## src/rtl/tbufcam_ctl.sv

```systemverilog
// tbufcam_ctl: records one outstanding CAM miss per thread, arbitrates both threads
//   round-robin onto one page-walk channel and installs the returned tag via the CAM
//   allocate port. Exceptions cancel the flushed thread's pending miss and any walk
//   in flight for it.
// Latency: miss in N -> stall in N+1 -> walk_req in N+2; cam_new_en in the first
//   ALLOC cycle with cam_free high. There is one IDLE cycle between services.
// Backpressure: walk_req is held until walk_ack. ALLOC holds while cam_free is low.
//   A second miss from a thread that already has a pending miss is dropped, and
//   fetch retries it while stall is high.
// Ports: clk/rst (synchronous, active-high); except/except_thread flush;
//   lk_* / cam_match* lookup ports 0/1; cam_free / cam_new_* CAM allocate port;
//   walk_* page-walk channel; stall per-thread miss pending; fault/fault_thread
//   fault pulse.
module tbufcam_ctl #(
  parameter int WIDTH = 11
) (
  input  logic             clk,
  input  logic             rst,
  input  logic             except,
  input  logic             except_thread,
  input  logic             lk_en0,
  input  logic             lk_en1,
  input  logic [WIDTH-1:0] lk_addr0,
  input  logic [WIDTH-1:0] lk_addr1,
  input  logic             lk_thread0,
  input  logic             lk_thread1,
  input  logic             cam_match0,
  input  logic             cam_match1,
  input  logic             cam_free,
  output logic [WIDTH-1:0] cam_new_addr,
  output logic             cam_new_thread,
  output logic             cam_new_en,
  output logic             walk_req,
  output logic [WIDTH-1:0] walk_addr,
  output logic             walk_thread,
  input  logic             walk_ack,
  input  logic             walk_done,
  input  logic             walk_fault,
  output logic [1:0]       stall,
  output logic             fault,
  output logic             fault_thread
);

  typedef enum logic [1:0] {IDLE, REQ, WAIT, ALLOC} state_t;

  state_t           state;
  logic [1:0]       pv;
  logic [WIDTH-1:0] pa [2];
  logic             rr;
  logic             sel;       // thread being serviced
  logic             killed;    // walk for sel was flushed; discard its result
  logic [WIDTH-1:0] cur_addr;  // tag latched at service start, stable through the handshake

  logic             miss0, miss1;
  logic [1:0]       hit;
  logic             hit_s, kill_now;
  logic             resolve, fault_fire, alloc_fire;
  logic [1:0]       elig;
  logic             pick;
  logic [1:0]       want, clr, cap;
  logic [WIDTH-1:0] cap_addr [2];

  assign miss0 = lk_en0 & ~cam_match0;
  assign miss1 = lk_en1 & ~cam_match1;
  assign hit   = {except & except_thread, except & ~except_thread};
  assign hit_s = except & (except_thread == sel);
  // A flush arriving in the same cycle as walk_done still cancels the walk.
  assign kill_now   = killed | hit_s;
  // walk_done counts in REQ only together with walk_ack.
  assign resolve    = ((state == REQ) & walk_ack | (state == WAIT)) & walk_done;
  assign fault_fire = resolve & ~kill_now & walk_fault;
  assign alloc_fire = (state == ALLOC) & cam_free & ~kill_now;

  // A thread being flushed this cycle is not started.
  assign elig = pv & ~hit;
  assign pick = (&elig) ? rr : elig[1];

  always_comb begin
    for (int t = 0; t < 2; t++) begin
      want[t]     = 1'b0;
      cap_addr[t] = lk_addr0;
      // Port 0 wins when both ports miss for the same thread.
      if (miss0 && lk_thread0 == 1'(t)) begin
        want[t]     = 1'b1;
        cap_addr[t] = lk_addr0;
      end else if (miss1 && lk_thread1 == 1'(t)) begin
        want[t]     = 1'b1;
        cap_addr[t] = lk_addr1;
      end
      clr[t] = (alloc_fire | fault_fire) & (sel == 1'(t));
      // A slot being retired this cycle can accept a new miss immediately.
      cap[t] = want[t] & (~pv[t] | clr[t]) & ~hit[t];
    end
  end

  always_ff @(posedge clk) begin
    if (rst) begin
      state        <= IDLE;
      pv           <= 2'b00;
      pa[0]        <= '0;
      pa[1]        <= '0;
      rr           <= 1'b0;
      sel          <= 1'b0;
      killed       <= 1'b0;
      cur_addr     <= '0;
      fault        <= 1'b0;
      fault_thread <= 1'b0;
    end else begin
      for (int t = 0; t < 2; t++) begin
        if (hit[t]) begin
          pv[t] <= 1'b0;
        end else if (cap[t]) begin
          pv[t] <= 1'b1;
          pa[t] <= cap_addr[t];
        end else if (clr[t]) begin
          pv[t] <= 1'b0;
        end
      end

      fault <= fault_fire;
      if (fault_fire) fault_thread <= sel;

      case (state)
        IDLE: begin
          killed <= 1'b0;
          if (|elig) begin
            sel      <= pick;
            cur_addr <= pa[pick];
            if (&elig) rr <= ~pick;  // rotate only when both threads contend
            state    <= REQ;
          end
        end
        REQ, WAIT: begin
          if (resolve) begin
            state  <= (kill_now | walk_fault) ? IDLE : ALLOC;
            killed <= 1'b0;
          end else begin
            if (state == REQ && walk_ack) state <= WAIT;
            if (hit_s) killed <= 1'b1;
          end
        end
        ALLOC: begin
          if (hit_s | cam_free) begin
            state  <= IDLE;
            killed <= 1'b0;
          end
        end
        default: state <= IDLE;
      endcase
    end
  end

  assign walk_req       = (state == REQ);
  assign walk_addr      = cur_addr;
  assign walk_thread    = sel;
  assign cam_new_addr   = cur_addr;
  assign cam_new_thread = sel;
  assign cam_new_en     = alloc_fire;
  assign stall          = pv;

endmodule

```

## config.mk

```make
export PLATFORM = sky130hd
export DESIGN_NAME = tbufcam_ctl
export DESIGN_NICKNAME = d
export VERILOG_FILES = /design/src/rtl/tbufcam_ctl.sv
export SDC_FILE = /design/constraint.sdc
export NUM_CORES = 1
export LEC_CHECK = 0
export CORE_AREA = 3 3 79 81
export CTS_CLUSTER_SIZE = 30
export DETAILED_ROUTE_END_ITERATION = 10
export DIE_AREA = 0 0 82 84
export PLACE_DENSITY_LB_ADDON = 0.25
export SLEW_MARGIN = 20
export SYNTH_ARGS = -nofsm -noshare
export SYNTH_HDL_FRONTEND = slang
export SYNTH_SLANG_ARGS = --single-unit
```

## constraint.sdc

```tcl
create_clock -name clk -period 2 [get_ports clk]
set_input_delay 0.2 -clock clk [delete_from_list [all_inputs] [get_ports clk]]
set_output_delay 0.2 -clock clk [all_outputs]
set_load 0.01 [all_outputs]
```

==> flow_summary.yaml, run 1 <==
run_status:
  outcome: "complete, but fails checks"
  violations: "setup timing"
placement:
  hpwl_mm: 3.512
  routabilityCongestion: 0.7634
  io_buffers: 65
die:
  pin_count: 66
  core_area_um2: 5540
  die-area_um2: 6888
  die_w_um: 82
  start_util_pct: 39.59
  rows: 27
  die_h_um: 84
layout:
  diodes: 0
  drive_gt1_share_pct: 20.00
  area_delta_synth_final_pct: 50.77
  most-common-layout-cells: "64 x clkdlybuf4s50_1, 34 x mux2i_1, 33 x nor2_1, 22 x edfxtp_1, 18 x dfxtp_1"
  final_common_cell: "clkdlybuf4s50_1"
  fin_nets: 324
  final_util_pct: 59.69
pwr:
  leakagePower_uw: 0.001329
  clockPowerShare_pct: 23.2
  p_seq_share_pct: 44.6
  swShare_pct: 29.05
  pwr-share-comb_pct: 32.2
  internal_power_uw: 1676
  p_switching_uw: 686.3
  power_density_nw_per_um2: 714.4
  peakVddDrop_v: 0.0003749
  power.total_uw: 2362
synth:
  synth_top_family_by_area: "multiplexers"
  synth_seq_cells: 42
  ys_types: 41
  synth_fa_ha_area_share_pct: 2.282
  syn_area_per_cell_um2: 10.60
  ys_seq_area_share_pct: 48.37
  synth-compound-area-share_pct: 12.49
  syn_area_um2: 2193
  async_reset_ff_share_pct: 0
  synth_warnings: 0
  synth_ff_type: "edfxtp_1"
  synth-simple-area-share_pct: 13.23
  synth_nets: 247
  synth_mux_area_share_pct: 15.52
  netlist_instances: 207
  synth_xor_xnor_area_share_pct: 0.7986
  synth-edff-count: 22
critical_path:
  cp-start-kind: "flip-flop"
  cp_max_fo: 5
  slowest_stage: "dfxtp_4"
  crit_chain: "inv_4 > ha_4 > a21o_1 > a32oi_2 > o31a_1 > buf_4 > o21bai_4 > clkbuf_16"
  reg2reg_from: "state[1]"
  reg2reg_depth: 8
  worstPathArrival_ps: 2060
  cpPeakStageDelay_ps: 370
  worstPathRequired_ps: 2020
  timing.rr.end: "pa[1][4]"
  cp-end-kind: "flip-flop"
  r2r_setup_slack_ps: -40
  path_class: "flip-flop to flip-flop"
sta:
  setup_ws_ps: -40.30
  worst_pin_slew_ps: 755.9
  slew_viol_final: 0
  min_period_ps: 2040
  setup_tns_ps: -477.2
  slew_headroom_pct: 49.07
  min_period_over_period_pct: 102.0
  setup_violations: 17
  grt_setup_unrepaired: "true"
  finalHoldViolCount: 0
  finalClockSkew_ps: 4.242
  max_freq_ghz: 0.4901
routing:
  viasPerCell: 5.014
  dr.first_iter.drc_count: 109
  drc: 0
  via_count: 1790
  antenna_left: 0
  drtPass1Iterations: 5
  wirelength_mm: 4.970
  drt-wirelength-per-cell_um: 13.92
cts:
  cts_buffer_depth: 2
  h-tree-depth: 2
  cts_root_buf: "clkbuf_8"
  cts_buffers: 5
  ctsHoldBuffers: 0
  cts_tree: "built"
  path_clk_slew_ps: 80
  clkLatencyLatePin_ps: 290
  clock_sinks: 42
grt:
  grt_pass1_wl_mm: 7.748
  grt_max_degree: 24
  grt_overflow: 0
  grtUsageTotal_pct: 14.60
  antenna_found_initial: 0
  grt_pass1_vias: 1671
min_path:
  timing.hold.worst.class: "flip-flop to flip-flop"
  hold_depth: 2
  worstHoldEndpoint: "killed"
  min_from: "killed"
flow_run:
  maxCapViolCount: 0
[cell families after synthesis]
kind of cell,Yosys count
compound gates,36
flops,42
simple gates,63
xor+xnor,2
mux,34
buf+inv,26
fa+ha+maj,4
[routing by layer]
| metal | routed length (um) | vias to the layer above | GRT usage [%] |
|---|---|---|---|
| met2 | 2566 | 53 | 25.20 |
| met5 | 0 | - | 0 |
| met3 | 250 | 4 | 3.348 |
| met4 | 49 | 0 | 4.532 |
| met1 | 2103 | 833 | 17.61 |
| li1 | - | 900 | - |
[through the flow]
stage / cell area [um2] / setup WS [ps] / hold WS [ps] / cells
after floorplan: 2201 / 23.46 / 390.5 / 207
after global placement: 3039 / -34.56 / 484.6 / 344
after detailed placement: 3039 / -94.64 / 484.0 / 344
after CTS: 3163 / 14.51 / 498.2 / 353
after global routing: 3307 / -96.89 / 508.6 / 357
final: 3307 / -40.30 / 493.2 / 357
[cell usage after synthesis, types with 3 or more instances]
cell | number | area, um2
a21oi_1 | 5 | 25.02
dfxtp_1 | 20 | 400.4
mux2i_1 | 34 | 340.3
edfxtp_1 | 22 | 660.6
nand2_1 | 5 | 18.77
ha_1 | 4 | 50.05
nand2b_1 | 4 | 25.02
nor2_1 | 39 | 146.4
buf_4 | 12 | 90.09
o21ai_0 | 3 | 15.01
clkbuf_1 | 5 | 18.77
inv_1 | 5 | 18.77
a211oi_1 | 12 | 90.09
[sequential cells by signal, summed over array words and instances, names as in the netlist]
| signal | count |
|---|---|
| stall | 2 |
| cam_new_thread | 1 |
| cam_new_addr | 11 |
| state | 2 |
| fault_thread | 1 |
| pa | 22 |
| rr | 1 |
| fault | 1 |
| killed | 1 |
[worst max path at each step]
stage | to | startpoint
after global routing | pa[0][2] | state[1]
after global placement | pa[0][0] | except_thread
after CTS | pa[1][9] | state[1]
after floorplan | pa[0][0] | state[1]
after detailed placement | pa[0][3] | except_thread
final | pa[1][4] | state[1]
[what timing repair did]
item | CTS | global route
gates resized for setup | 2 | 25
pin swaps | 4 | 13
buffers inserted | 0 | 2
setup endpoints to repair | 22 | 27
gates cloned | 1 | 2
[power by group through the flow]
stage | clock [uW] | combinational, uW | sequential (uW)
after CTS | 560 | 717 | 1040
after global routing | 603 | 833 | 1060
after detailed placement | 0 | 704 | 1060
after global placement | 0 | 694 | 1060
after floorplan | 0 | 357 | 1070
final | 548 | 762 | 1050
[critical path: cells and delay by family, from the launching register on]
kind,cells,cell delay [ps]
buffers and inverters,3,410
AOI/OAI and AO/OA,4,860
DFF,1,370
adders and majority gates,1,130
[layout make-up]
| cell class | instances | area (um2) |
|---|---|---|
| fill | 497 | 2233 |
| multi-input combinational | 141 | 1104 |
| sequential | 42 | 1069 |
| timing repair buffer | 89 | 929.6 |
| tap | 72 | 90.09 |
| clock buffer | 5 | 68.82 |
| clock inverter | 3 | 25.02 |
| inverter | 5 | 21.27 |
(Power assumes the default switching activity.)
==> inputs of run 2 (changes only) <==
--- a/config.mk
+++ b/config.mk
@@ -5,10 +5,12 @@
 export SDC_FILE = /design/constraint.sdc
 export NUM_CORES = 1
 export LEC_CHECK = 0
-export CORE_AREA = 3 3 79 81
+export ABC_AREA = 1
+export CORE_AREA = 3 3 83 85
+export CTS_BUF_LIST = sky130_fd_sc_hd__clkbuf_8
 export CTS_CLUSTER_SIZE = 30
 export DETAILED_ROUTE_END_ITERATION = 10
-export DIE_AREA = 0 0 82 84
+export DIE_AREA = 0 0 86 88
 export PLACE_DENSITY_LB_ADDON = 0.25
 export SLEW_MARGIN = 20
 export SYNTH_ARGS = -nofsm -noshare
==> constraint.sdc (replaced) <==
create_clock -name clk -period 2 [get_ports clk]
set_input_delay 0.3 -clock clk [delete_from_list [all_inputs] [get_ports clk]]
set_output_delay 0.3 -clock clk [all_outputs]
set_load 0.01 [all_outputs]
==> run 2 against run 1 <==
The flow now finishes without violations. Flip-flop and latch count unchanged. Hold slack worse by 11 ps. Area after synthesis grew 12%. Utilization decreased by 6.1 points. Design area is 1.7% higher. Synthesized cell count rose by 54%. Power up 3.4%. Critical path depth is 3 higher. Critical path type unchanged.
==> flow_summary.yaml, run 2 <==
synth:
  netlist_instances: 319
  synth_ff_type: "edfxtp_1"
  synthTopCellsByArea: "edfxtp_1 27%, dfxtp_1 16%, nand2_1 8.5%"
  yosys.area.top_type: "edfxtp_1"
  synth_nets: 359
  async_reset_ff_share_pct: 0
  syn_area_um2: 2465
  ys_types: 27
  syn_area_per_cell_um2: 7.727
  synth_most_common_cell: "nand2_1"
  synth_seq_cells: 42
  netlist_top_cells_count: "56 x nand2_1, 54 x inv_1, 36 x o21ai_0, 34 x nor2_1"
  synth-edff-count: 22
  ys_seq_area_share_pct: 43.05
  synth_top_area_share_pct: 26.80
  synth_warnings: 0
cts:
  postCtsSetupBuffers: 0
  cts_buffer_depth: 2
  cts_root_buf: "clkbuf_8"
  clkLatencyLatePin_ps: 290
  clock_sinks: 42
  path_clk_slew_ps: 80
  cts_buffers: 5
  h-tree-depth: 2
  ctsHoldBuffers: 0
  cts_tree: "built"
sta:
  worst_pin_slew_ps: 390.9
  finalClockSkew_ps: 4.080
  slew_viol_final: 0
  min_period_over_period_pct: 91.53
  slew_headroom_pct: 73.91
  setup_violations: 0
  min_period_ps: 1831
  max_freq_ghz: 0.5463
  setup_tns_ps: 0
  finalHoldViolCount: 0
layout:
  most-common-layout-cells: "64 x clkdlybuf4s50_1, 55 x nand2_1, 54 x inv_1, 36 x o21ai_0, 34 x nor2_1"
  fin_nets: 421
  instances_no_fill: 459
  drive_gt1_share_pct: 14.92
  area_delta_synth_final_pct: 36.50
  top_register: "pa"
  diodes: 0
  final_common_cell: "clkdlybuf4s50_1"
  largest_register_ffs: 22
routing:
  antenna_left: 0
  dr.first_iter.drc_count: 69
  drtPass1Iterations: 4
  drc: 0
  wirelength_mm: 4.890
  viasPerCell: 4.479
  via_count: 2056
  drt-wirelength-per-cell_um: 10.65
critical_path:
  path_class: "flip-flop to flip-flop"
  reg2reg_depth: 11
  reg2reg_from: "state[1]"
  startpoint: "state[1]"
  crit_end: "pa[1][10]"
  cp-end-kind: "flip-flop"
  worstPathRequired_ps: 2150
  timing.rr.end: "pa[1][10]"
  worstPathArrival_ps: 1980
  cp_max_fo: 11
  r2r_setup_slack_ps: 170
  cp-start-kind: "flip-flop"
grt:
  antenna_found_initial: 0
  grtUsageTotal_pct: 13.38
  grt_max_degree: 23
  grt_pass1_vias: 1835
  grt_overflow: 0
  grt_pass1_wl_mm: 8.183
pwr:
  power_density_nw_per_um2: 725.7
  peakVddDrop_v: 0.0003333
  leakagePower_uw: 0.001419
  power.total_uw: 2442
flow_run:
  maxCapViolCount: 0
run_status:
  outcome: "finished clean"
die:
  pin_count: 66
  die_h_um: 88
  die_w_um: 86
  core_area_um2: 6277
  die-area_um2: 7568
  start_util_pct: 39.27
  rows: 29
placement:
  place_inst: 450
  hpwl_mm: 3.939
  routabilityCongestion: 0.7915
  io_buffers: 65
min_path:
  timing.hold.worst.class: "flip-flop to flip-flop"
run 2: how the worst min path moves through the flow:
stage,start,to,slack (ps),cells after the start
5_1_grt,cam_new_addr[6],cam_new_addr[6],510,2
6_report,cam_new_addr[9],cam_new_addr[9],480,2
4_1_cts,cam_new_addr[9],cam_new_addr[9],490,2
3_5_place_dp,cam_new_addr[9],cam_new_addr[9],470,2
2_1_floorplan,killed,killed,470,2
3_3_place_gp,cam_new_addr[4],cam_new_addr[4],470,2
run 2: layout make-up:
type,instances,area (um2)
tap,77,96.34
timing repair buffer,81,844.6
inverter,56,210.2
fill,606,2913
clock buffer,5,68.82
clock inverter,3,45.04
sequential,42,1061
multi-input combinational,195,1039
run 2: routing by layer:
| metal | vias to the layer above | track usage, % | part of all wire, % |
|---|---|---|---|
| met4 | 0 | 3.885 | 1.1 |
| met3 | 5 | 3.010 | 4.7 |
| li1 | 1130 | - | - |
| met2 | 48 | 21.65 | 45 |
| met1 | 873 | 17.94 | 49 |
| met5 | - | 0 | 0 |
run 2: worst max-delay path, cell delays in order (launching register included):
cell and delay [ps]:
dfxtp_1 340, inv_1 100, ha_2 190, nand2_1 60, nand2_1 80, nand3_2 90, a21oi_2 180, nand2_1 100
nand2_2 100, nand3_4 120, buf_12 190, a21oi_1 130
run 2: logic make-up (layout without fill, tap and decap cells):
logic type      Yosys count  in the layout  synth area share [%]
simple gates            111            111                 18.99
flops                    42             42                 43.05
compound gates           80             80                 19.90
fa+ha+maj                 4              4                 2.031
buf+inv                  82            145                 16.04
run 2: per-stage QoR:
step	utilization (%)	hold WS (ps)	cell area (um2)	setup slack [ps]
after detailed placement	50.85	472.6	3192	-78.41
after global routing	53.60	508.9	3364	-6.871
after CTS	52.64	485.1	3304	133.6
after floorplan	-	465.4	2467	88.98
final	53.60	482.5	3364	169.5
after global placement	50.85	471.5	3192	-14.84
run 2: timing repair:
item / CTS / global route
cloned: 0 / 1
gates resized for setup: 1 / 8
pin swaps: 0 / 1
hold endpoints to repair: 0 / 0
endpoints found under the setup margin: 1 / 17
run 2: where the power goes:
group | switching [uW] | leakage (uW) | internal [uW]
combinational | 374 | 0.000975 | 354
sequential | 46.6 | 0.000394 | 991
clock | 304 | 0.0000504 | 371
==> inputs of run 3 (changes only) <==
--- a/config.mk
+++ b/config.mk
@@ -12,6 +12,7 @@
 export DETAILED_ROUTE_END_ITERATION = 10
 export DIE_AREA = 0 0 86 88
 export PLACE_DENSITY_LB_ADDON = 0.25
+export REMOVE_ABC_BUFFERS = 1
 export SLEW_MARGIN = 20
 export SYNTH_ARGS = -nofsm -noshare
 export SYNTH_HDL_FRONTEND = slang
==> run 3 against run 2 <==
Clock power is 20% lower. Wire length is 4.4% higher. Utilization is 1.3 points lower.
==> flow_summary.yaml, run 3 (same netlist as run 2, synthesis figures left out) <==
sta:
  min_period_ps: 1807
  grt_setup_unrepaired: "false"
  finalClockSkew_ps: 4.670
  setup_violations: 0
  worst_pin_slew_ps: 361.6
  finalHoldViolCount: 0
  min_period_over_period_pct: 90.35
  max_freq_ghz: 0.5534
  slew_headroom_pct: 75.86
  slew_viol_final: 0
routing:
  drtPass1Iterations: 4
  viasPerCell: 4.599
  drt-wirelength-per-cell_um: 11.20
  antenna_left: 0
  drc: 0
  dr.first_iter.drc_count: 90
  via_count: 2097
  wirelength_mm: 5.106
die:
  die_h_um: 88
  start_util_pct: 39.27
  pin_count: 66
  rows: 29
  core_area_um2: 6277
  die-area_um2: 7568
  die_w_um: 86
layout:
  design_area_um2: 3283
  final_common_cell: "clkdlybuf4s50_1"
  fin_nets: 418
  diodes: 0
  top_register: "pa"
  most-common-layout-cells: "64 x clkdlybuf4s50_1, 55 x nand2_1, 53 x inv_1, 36 x o21ai_0, 34 x nor2_1"
  largest_register_ffs: 22
  drive_gt1_share_pct: 14.51
  area_delta_synth_final_pct: 33.20
pwr:
  power.total_uw: 2299
  power_density_nw_per_um2: 700.2
  p_seq_share_pct: 45.1
  swShare_pct: 31.14
  internal_power_uw: 1583
  leakagePower_uw: 0.001393
  pwr-share-comb_pct: 31.3
  clockPowerShare_pct: 23.6
  peakVddDrop_v: 0.0004687
  p_switching_uw: 715.8
min_path:
  min_from: "cam_new_addr[8]"
  timing.hold.worst.class: "flip-flop to flip-flop"
cts:
  ctsHoldBuffers: 0
  cts_buffer_depth: 2
  cts_buffers: 5
  h-tree-depth: 2
  clock_sinks: 42
  cts_tree: "built"
  clkLatencyLatePin_ps: 290
  path_clk_slew_ps: 80
  cts_root_buf: "clkbuf_8"
  postCtsSetupBuffers: 0
critical_path:
  cp-start-kind: "flip-flop"
  timing.critical_path.mode_cell: "nand2_1"
  critical-path-top-delay-family: "simple AND/OR/NAND/NOR gates"
  reg2reg_from: "state[1]"
  worstPathRequired_ps: 2010
  slowest_stage: "dfxtp_1"
  worstPathArrival_ps: 1820
  cpPeakStageDelay_ps: 350
  crit_buf_inv: 2
  cp_max_fo: 11
  path_class: "flip-flop to flip-flop"
  cp-end-kind: "flip-flop"
  crit_chain: "inv_2 > ha_2 > nand2_1 > nand2_1 > nand3_2 > a21oi_2 > nand2_1 > nand2_1 > nand3_2 > nand2_2 > buf_12"
  startpoint: "state[1]"
flow_run:
  maxCapViolCount: 0
grt:
  grtUsageTotal_pct: 14.61
  antenna_found_initial: 0
  grt_pass1_vias: 1913
  grt_max_degree: 23
  grt_pass1_wl_mm: 8.873
  grt_overflow: 0
run_status:
  outcome: "finished clean"
placement:
  io_buffers: 65
  hpwl_mm: 3.938
  routabilityCongestion: 0.7826
  dpl-instance-area_um2: 3187
==> run 3: per-layer routing <==
metal  vias up  routed length [um]  share of wire, %  global-route usage [%]
met3         9                 211               4.1                   2.822
met2        46                2388                47                   24.53
met1       914                2416                47                   18.66
met4         0                  90               1.8                   5.468
met5         -                   0                 0                       0
li1       1128                   -                 -                       -
==> run 3: tightest hold or removal path: cells and delay by family (launching register included) <==
family	cells	cell delay [ps]
compound gates	1	50
flops	1	320
simple gates	1	60
==> run 3: final timing paths <==
path                                        end  slack (ps)  depth (start not counted)
worst max-delay path                   pa[1][1]         190                         11
worst min-delay path            cam_new_addr[8]         480                          2
worst max register to register         pa[1][1]         190                         11
worst min register to register  cam_new_addr[8]         480                          2
==> run 3: what timing repair did <==
action	in CTS	in global routing
pin swaps	0	1
resized for setup	1	4
endpoints found under the setup margin	1	12
==> run 3: layout make-up <==
cell class                 count  area [um2]
multi-input combinational    195        1018
timing repair buffer          78       809.5
sequential                    42        1061
tap                           77       96.34
fill                         616        2994
inverter                      56       210.2
clock inverter                 3       18.77
clock buffer                   5       68.82
==> run 3: per-stage QoR <==
step / worst slack, ps / TNS, ps / cells / utilization (%) / hold WS [ps]
floorplan: -377.6 / -4154 / 293 / - / 369.1
global placement: -38.94 / -446.0 / 448 / 50.77 / 471.2
detailed placement: -83.20 / -1365 / 448 / 50.77 / 471.8
CTS: 129.2 / 0 / 456 / 52.14 / 485.2
global route: 39.85 / 0 / 456 / 52.30 / 511.0
finish: 192.9 / 0 / 456 / 52.30 / 481.1
==> run 3: power groups by stage <==
stage          Combinational, uW  Sequential (uW)  Clock [uW]
2_1_floorplan                370             1070           0
4_1_cts                      719             1040         559
3_3_place_gp                 700             1060           0
5_1_grt                      810             1050         608
3_5_place_dp                 717             1060           0
6_report                     719             1040         543
